===== src/rtl/serial_out_arbiter_pkg.sv =====
// rtl/serial_out_arbiter_pkg.sv - shared state encoding and width helper for the serial output arbiter
package serial_out_arbiter_pkg;

  typedef enum logic {
    ST_IDLE  = 1'b0,
    ST_SHIFT = 1'b1
  } state_e;

  // Index/counter width; never narrower than one bit so degenerate sizes still elaborate
  function automatic int clog2_min1(input int v);
    return (v > 1) ? $clog2(v) : 1;
  endfunction

endpackage


===== src/rtl/serial_out_arbiter_rr_arbiter.sv =====
// rtl/serial_out_arbiter_rr_arbiter.sv - combinational round-robin pick starting at the pointer lane
module rr_arbiter
  import serial_out_arbiter_pkg::*;
#(
  parameter int N    = 4,
  parameter int ID_W = clog2_min1(N)
) (
  input  logic [N-1:0]    valid_i,
  input  logic [ID_W-1:0] ptr_i,
  output logic [N-1:0]    grant_o,
  output logic [ID_W-1:0] idx_o,
  output logic            any_o
);

  logic [ID_W-1:0] idx;

  always_comb begin
    grant_o = '0;
    idx_o   = '0;
    any_o   = 1'b0;
    idx     = '0;
    for (int k = 0; k < N; k++) begin
      idx = ID_W'((int'(ptr_i) + k) % N);
      if (!any_o && valid_i[idx]) begin
        any_o        = 1'b1;
        grant_o[idx] = 1'b1;
        idx_o        = idx;
      end
    end
  end

endmodule


===== src/rtl/serial_out_arbiter.sv =====
// rtl/serial_out_arbiter.sv - round-robin lane grant, W-bit capture and bit-serial shift-out with co on last bit
module serial_out_arbiter
  import serial_out_arbiter_pkg::*;
#(
  parameter int N         = 4,
  parameter int W         = 25,
  parameter int MSB_FIRST = 1
) (
  input  logic                      clk,
  input  logic                      rst,
  input  logic [N-1:0]              req_valid,
  input  logic [N*W-1:0]            req_data,
  output logic [N-1:0]              req_ready,
  input  logic                      hold,
  output logic                      out_en,
  output logic                      out_bit,
  output logic                      out_co,
  output logic [clog2_min1(N)-1:0]  grant_id,
  output logic                      busy
);

  localparam int CNT_W = clog2_min1(W);
  localparam int ID_W  = clog2_min1(N);

  state_e          state_q, state_d;
  logic [W-1:0]    shift_q, shift_d;
  logic [CNT_W-1:0] cnt_q, cnt_d;
  logic [ID_W-1:0] ptr_q, ptr_d;
  logic [ID_W-1:0] gid_q, gid_d;

  logic [N-1:0]    arb_grant;
  logic [ID_W-1:0] arb_idx;
  logic            arb_any;
  logic            shifting, last, accept;
  logic [W-1:0]    win_word;

  rr_arbiter #(.N(N), .ID_W(ID_W)) u_arb (
    .valid_i (req_valid),
    .ptr_i   (ptr_q),
    .grant_o (arb_grant),
    .idx_o   (arb_idx),
    .any_o   (arb_any)
  );

  assign win_word = req_data[int'(arb_idx)*W +: W];

  always_comb begin
    shifting = (state_q == ST_SHIFT) && !hold;
    last     = shifting && (cnt_q == CNT_W'(W - 1));
    // Reset gates acceptance so no ready pulse escapes while rst is held low
    accept   = rst && arb_any && ((state_q == ST_IDLE) || last);

    state_d = state_q;
    shift_d = shift_q;
    cnt_d   = cnt_q;
    ptr_d   = ptr_q;
    gid_d   = gid_q;

    if (shifting) begin
      shift_d = (MSB_FIRST != 0) ? {shift_q[W-2:0], 1'b0} : {1'b0, shift_q[W-1:1]};
      cnt_d   = cnt_q + CNT_W'(1);
    end
    if (last) begin
      state_d = ST_IDLE;
      cnt_d   = '0;
    end
    // Accept on the last-bit cycle overrides the IDLE return: zero-bubble back-to-back
    if (accept) begin
      state_d = ST_SHIFT;
      shift_d = win_word;
      cnt_d   = '0;
      gid_d   = arb_idx;
      ptr_d   = (arb_idx == ID_W'(N - 1)) ? '0 : arb_idx + ID_W'(1);
    end
  end

  always_ff @(posedge clk or negedge rst) begin
    if (!rst) begin
      state_q <= ST_IDLE;
      shift_q <= '0;
      cnt_q   <= '0;
      ptr_q   <= '0;
      gid_q   <= '0;
    end else begin
      state_q <= state_d;
      shift_q <= shift_d;
      cnt_q   <= cnt_d;
      ptr_q   <= ptr_d;
      gid_q   <= gid_d;
    end
  end

  assign req_ready = accept ? arb_grant : '0;
  assign out_en    = shifting;
  assign out_bit   = (MSB_FIRST != 0) ? shift_q[W-1] : shift_q[0];
  assign out_co    = last;
  assign grant_id  = gid_q;
  assign busy      = (state_q == ST_SHIFT);

endmodule


===== config.mk =====
export PLATFORM = sky130hd
export DESIGN_NAME = serial_out_arbiter
export DESIGN_NICKNAME = d
export VERILOG_FILES = /design/src/rtl/serial_out_arbiter_pkg.sv /design/src/rtl/serial_out_arbiter_rr_arbiter.sv /design/src/rtl/serial_out_arbiter.sv
export SDC_FILE = /design/constraint.sdc
export NUM_CORES = 1
export LEC_CHECK = 0
export CORE_ASPECT_RATIO = 1.75
export CORE_MARGIN = 4
export CORE_UTILIZATION = 27
export DETAILED_ROUTE_END_ITERATION = 8
export HOLD_SLACK_MARGIN = 0.12
export PLACE_DENSITY = 0.6
export RECOVER_POWER = 25
export SYNTH_ARGS = -nofsm -noshare
export SYNTH_HDL_FRONTEND = slang
export SYNTH_SLANG_ARGS = --single-unit
export TNS_END_PERCENT = 1

===== constraint.sdc =====
create_clock -name clk -period 3.1 [get_ports clk]
set_input_delay 0.62 -clock clk [delete_from_list [all_inputs] [get_ports clk]]
set_output_delay 0.62 -clock clk [all_outputs]
set_load 0.01 [all_outputs]

==> impl_metrics.yaml <==
sta:
  drv_slew: 36
  worstMarginPinSlew_ns: 1.95
  tns_ns: 0
  post-route-min-period_ns: 3.07
  rsz0062_at_grt: "true"
  hold_viol: 0
  fmax_mhz: 325
  max_slew_margin_pct: -30.0
  setup-violations-final: 0
  fin_skew_ns: 0.00481
  period_share_pct: 99.2
worst_setup_path:
  r2r-start: "ptr_q[0]"
  crit_fanout: 5
  cp_slowest_stage_delay_ns: 0.50
  crit_chain: "clkdlybuf4s50_1, mux4_2, buf_4, nor2b_4, a22oi_1, nor2_1, a221oi_1, nor2_1, clkdlybuf4s15_2"
  crit_type: "in -> out"
  cp_slowest_cell: "mux4_2"
  arrival_ns: 2.45
  setup.worst_path.start: "req_valid[0]"
  crit_path_end_kind: "output pin"
  worstPathRequired_ns: 2.48
  crit_path_frequent_cell: "nor2_1"
  cp-start-kind: "primary input"
placed_design:
  place_area_um2: 4540
  dp.final_hpwl_mm: 8.11
  post-place-cells: 640
  port_buffers: 116
  gp_congestion: 0.845
final_layout:
  drive_gt1_share_pct: 14.7
  fin_area_um2: 4740
  antenna_cells: 0
  finalCoreUtilization_pct: 42.5
  nets: 634
  area_growth_pct: 53.4
  fin_cells: 650
power:
  leakagePower_nw: 1.89
  swShare_pct: 43.8
  power_mw: 3.83
  clkPwrFrac_pct: 14.2
  p_seq_share_pct: 20.2
  powerDensity_nw_per_um2: 807
  internal-power_mw: 2.15
  vdd.ir_drop.worst_v: 0.000489
  combPwrFrac_pct: 65.5
  p_switching_mw: 1.68
clock_tree:
  cts_htree_levels: 2
  cts.sinks: 35
  postCtsHoldBufs: 0
  cts_tree: "done"
  root_buffer: "clkbuf_16"
  cts.path.max_buffers: 2
  clk_latency_ns: 0.28
  numCtsBuffers: 5
  clkSlewWorstSetupHoldPaths_ns: 0.06
logic_synthesis:
  synth.distinct_cells: 40
  ys_warn_count: 0
  ys_ff_latch: 35
  synth_most_common_cell: "nand2_1"
  async_flop_share_pct: 100
  synth_top_cells_by_count: "nand2_1 (58), nand3_1 (52), a21oi_1 (51)"
  yosysTopAreaCellShare_pct: 28.3
  synthTopCellsByArea: "dfrtp_1 (28%), nand3_1 (8.4%), a21oi_1 (8.3%)"
  seq_area_frac_synth_pct: 28.3
  avgSynthCellArea_um2: 7.69
  synth-edff-count: 0
  synth_area_um2: 3090
  synth_flop_cell: "dfrtp_1"
  synth_fp_nets: 519
  syn_inst: 402
  yosys.area.top_type: "dfrtp_1"
global_route:
  grt_pass1_wl_mm: 17.4
  grt_overflow_total: 0
  grtUsageTotal_pct: 16.6
  antenna_found_initial: 0
  grt_pass1_vias: 3614
  grt_max_degree: 53
routing:
  drt_iter0_drc: 129
  routed_wl_mm: 10.7
  drt-vias-per-instance: 5.34
  drtPass1Iterations: 4
  ant_nets: 0
  drc: 0
  wire_per_inst_um: 16.5
  vias: 3470
min_path:
  hp-class: "reg -> reg"
  hp-start: "grant_id[1]"
die:
  die-area_um2: 13300
  start_util_pct: 27.7
  die_h_um: 150
  core_um2: 11200
  die_w_um: 88.9
  rows: 51
  io_pins: 117
status:
  violations: "max-capacitance violations, max-slew violations"
  status: "complete, but fails checks"
job:
  drv_cap: 1
[final cells by class]
type / count / area [µm²]
Clock inverter: 1 / 7.51
Tap cell: 132 / 165
Multi-Input combinational cell: 320 / 2030
Timing Repair Buffer: 149 / 1490
Fill cell: 1114 / 6420
Clock buffer: 7 / 153
Sequential cell: 35 / 876
Inverter: 6 / 22.5
[timing repair]
action	4_1_cts	5_1_grt
endpoints found under the setup margin	4	4
setup buffers	1	1
endpoints found under the hold margin	0	0
pin swaps	0	2
gates resized for setup	17	7
[registers in the layout, indices dropped and copies added (netlist names)]
| signal | cells |
|---|---|
| cnt_q | 5 |
| ptr_q | 2 |
| shift_q | 25 |
| busy | 1 |
| grant_id | 2 |
[metal layers]
metal	vias up	share of wire (%)	track usage, %
met4	0	1.6	4.84
met1	1627	38	19.1
met5	-	0	0
met2	118	54	30.1
met3	13	5.8	3.36
li1	1712	-	-
[cell families (layout without fill, tap and decap cells)]
group	Yosys count	in the layout	share of synthesized area, %
AOI/OAI and AO/OA	156	156	32.7
and+or+nand+nor	144	144	21.7
buffers and inverters	47	163	8.33
DFF	35	35	28.3
adders and majority gates	10	10	4.05
muxes	9	9	4.65
xor gates and xnor gates	1	1	0.283
[worst max-delay path: cells and delay by family]
kind / cells / cell delay (ns)
and+or+nand+nor: 3 / 0.37
buffers and inverters: 3 / 0.81
muxes: 1 / 0.50
AOI/OAI and AO/OA: 2 / 0.14
[through the flow]
| stage | hold WS (ns) | worst slack, ns |
|---|---|---|
| 6_report | 0.487 | 0.0263 |
| 5_1_grt | 0.511 | -0.0740 |
| 4_1_cts | 0.499 | 0.00396 |
| 3_5_place_dp | 0.484 | -0.368 |
| 3_3_place_gp | 0.477 | -0.300 |
| 2_1_floorplan | 0.324 | 0.257 |
[power groups by stage]
stage | clock [mW] | combinational, mW | sequential (mW)
CTS | 0.552 | 2.48 | 0.774
global placement | 0 | 2.38 | 0.772
detailed placement | 0 | 2.43 | 0.780
floorplan | 0 | 1.64 | 0.773
global route | 0.573 | 2.81 | 0.798
finish | 0.545 | 2.51 | 0.774
[final timing paths]
| kind | endpoint | slack (ns) | cells past startpoint |
|---|---|---|---|
| setup / recovery | req_ready[3] | 0.03 | 9 |
| hold / removal | grant_id[1] | 0.49 | 2 |
| setup reg to reg | shift_q[6] | 0.38 | 9 |
| hold reg to reg | grant_id[1] | 0.49 | 2 |
| max in group asynchronous | shift_q[6] | 0.80 | 2 |
| min in group asynchronous | shift_q[21] | 1.19 | 2 |
[cells in the final DEF, fill, tap and decap left out, types with 2 or more instances in the layout]
cell,count
nor3b_1,3
clkbuf_2,2
clkbuf_8,2
nor2_1,15
clkbuf_16,5
nand2b_1,2
and3b_1,2
mux2_2,3
o211ai_1,3
clkbuf_1,2
mux2i_1,2
o21a_2,2
a22oi_1,3
nand3_1,52
a21oi_1,51
ha_1,10
mux4_2,4
buf_4,23
nand2_1,57
nand2_2,2
dlygate4sd2_1,3
a221oi_2,3
o21ai_2,10
o21ai_4,3
inv_1,6
buf_12,8
o21ai_1,11
o32a_1,24
o21ai_0,37
nor3_1,5
clkdlybuf4s50_1,108
clkdlybuf4s15_2,2
dfrtp_1,35
Power figures use the tool's default switching activity.
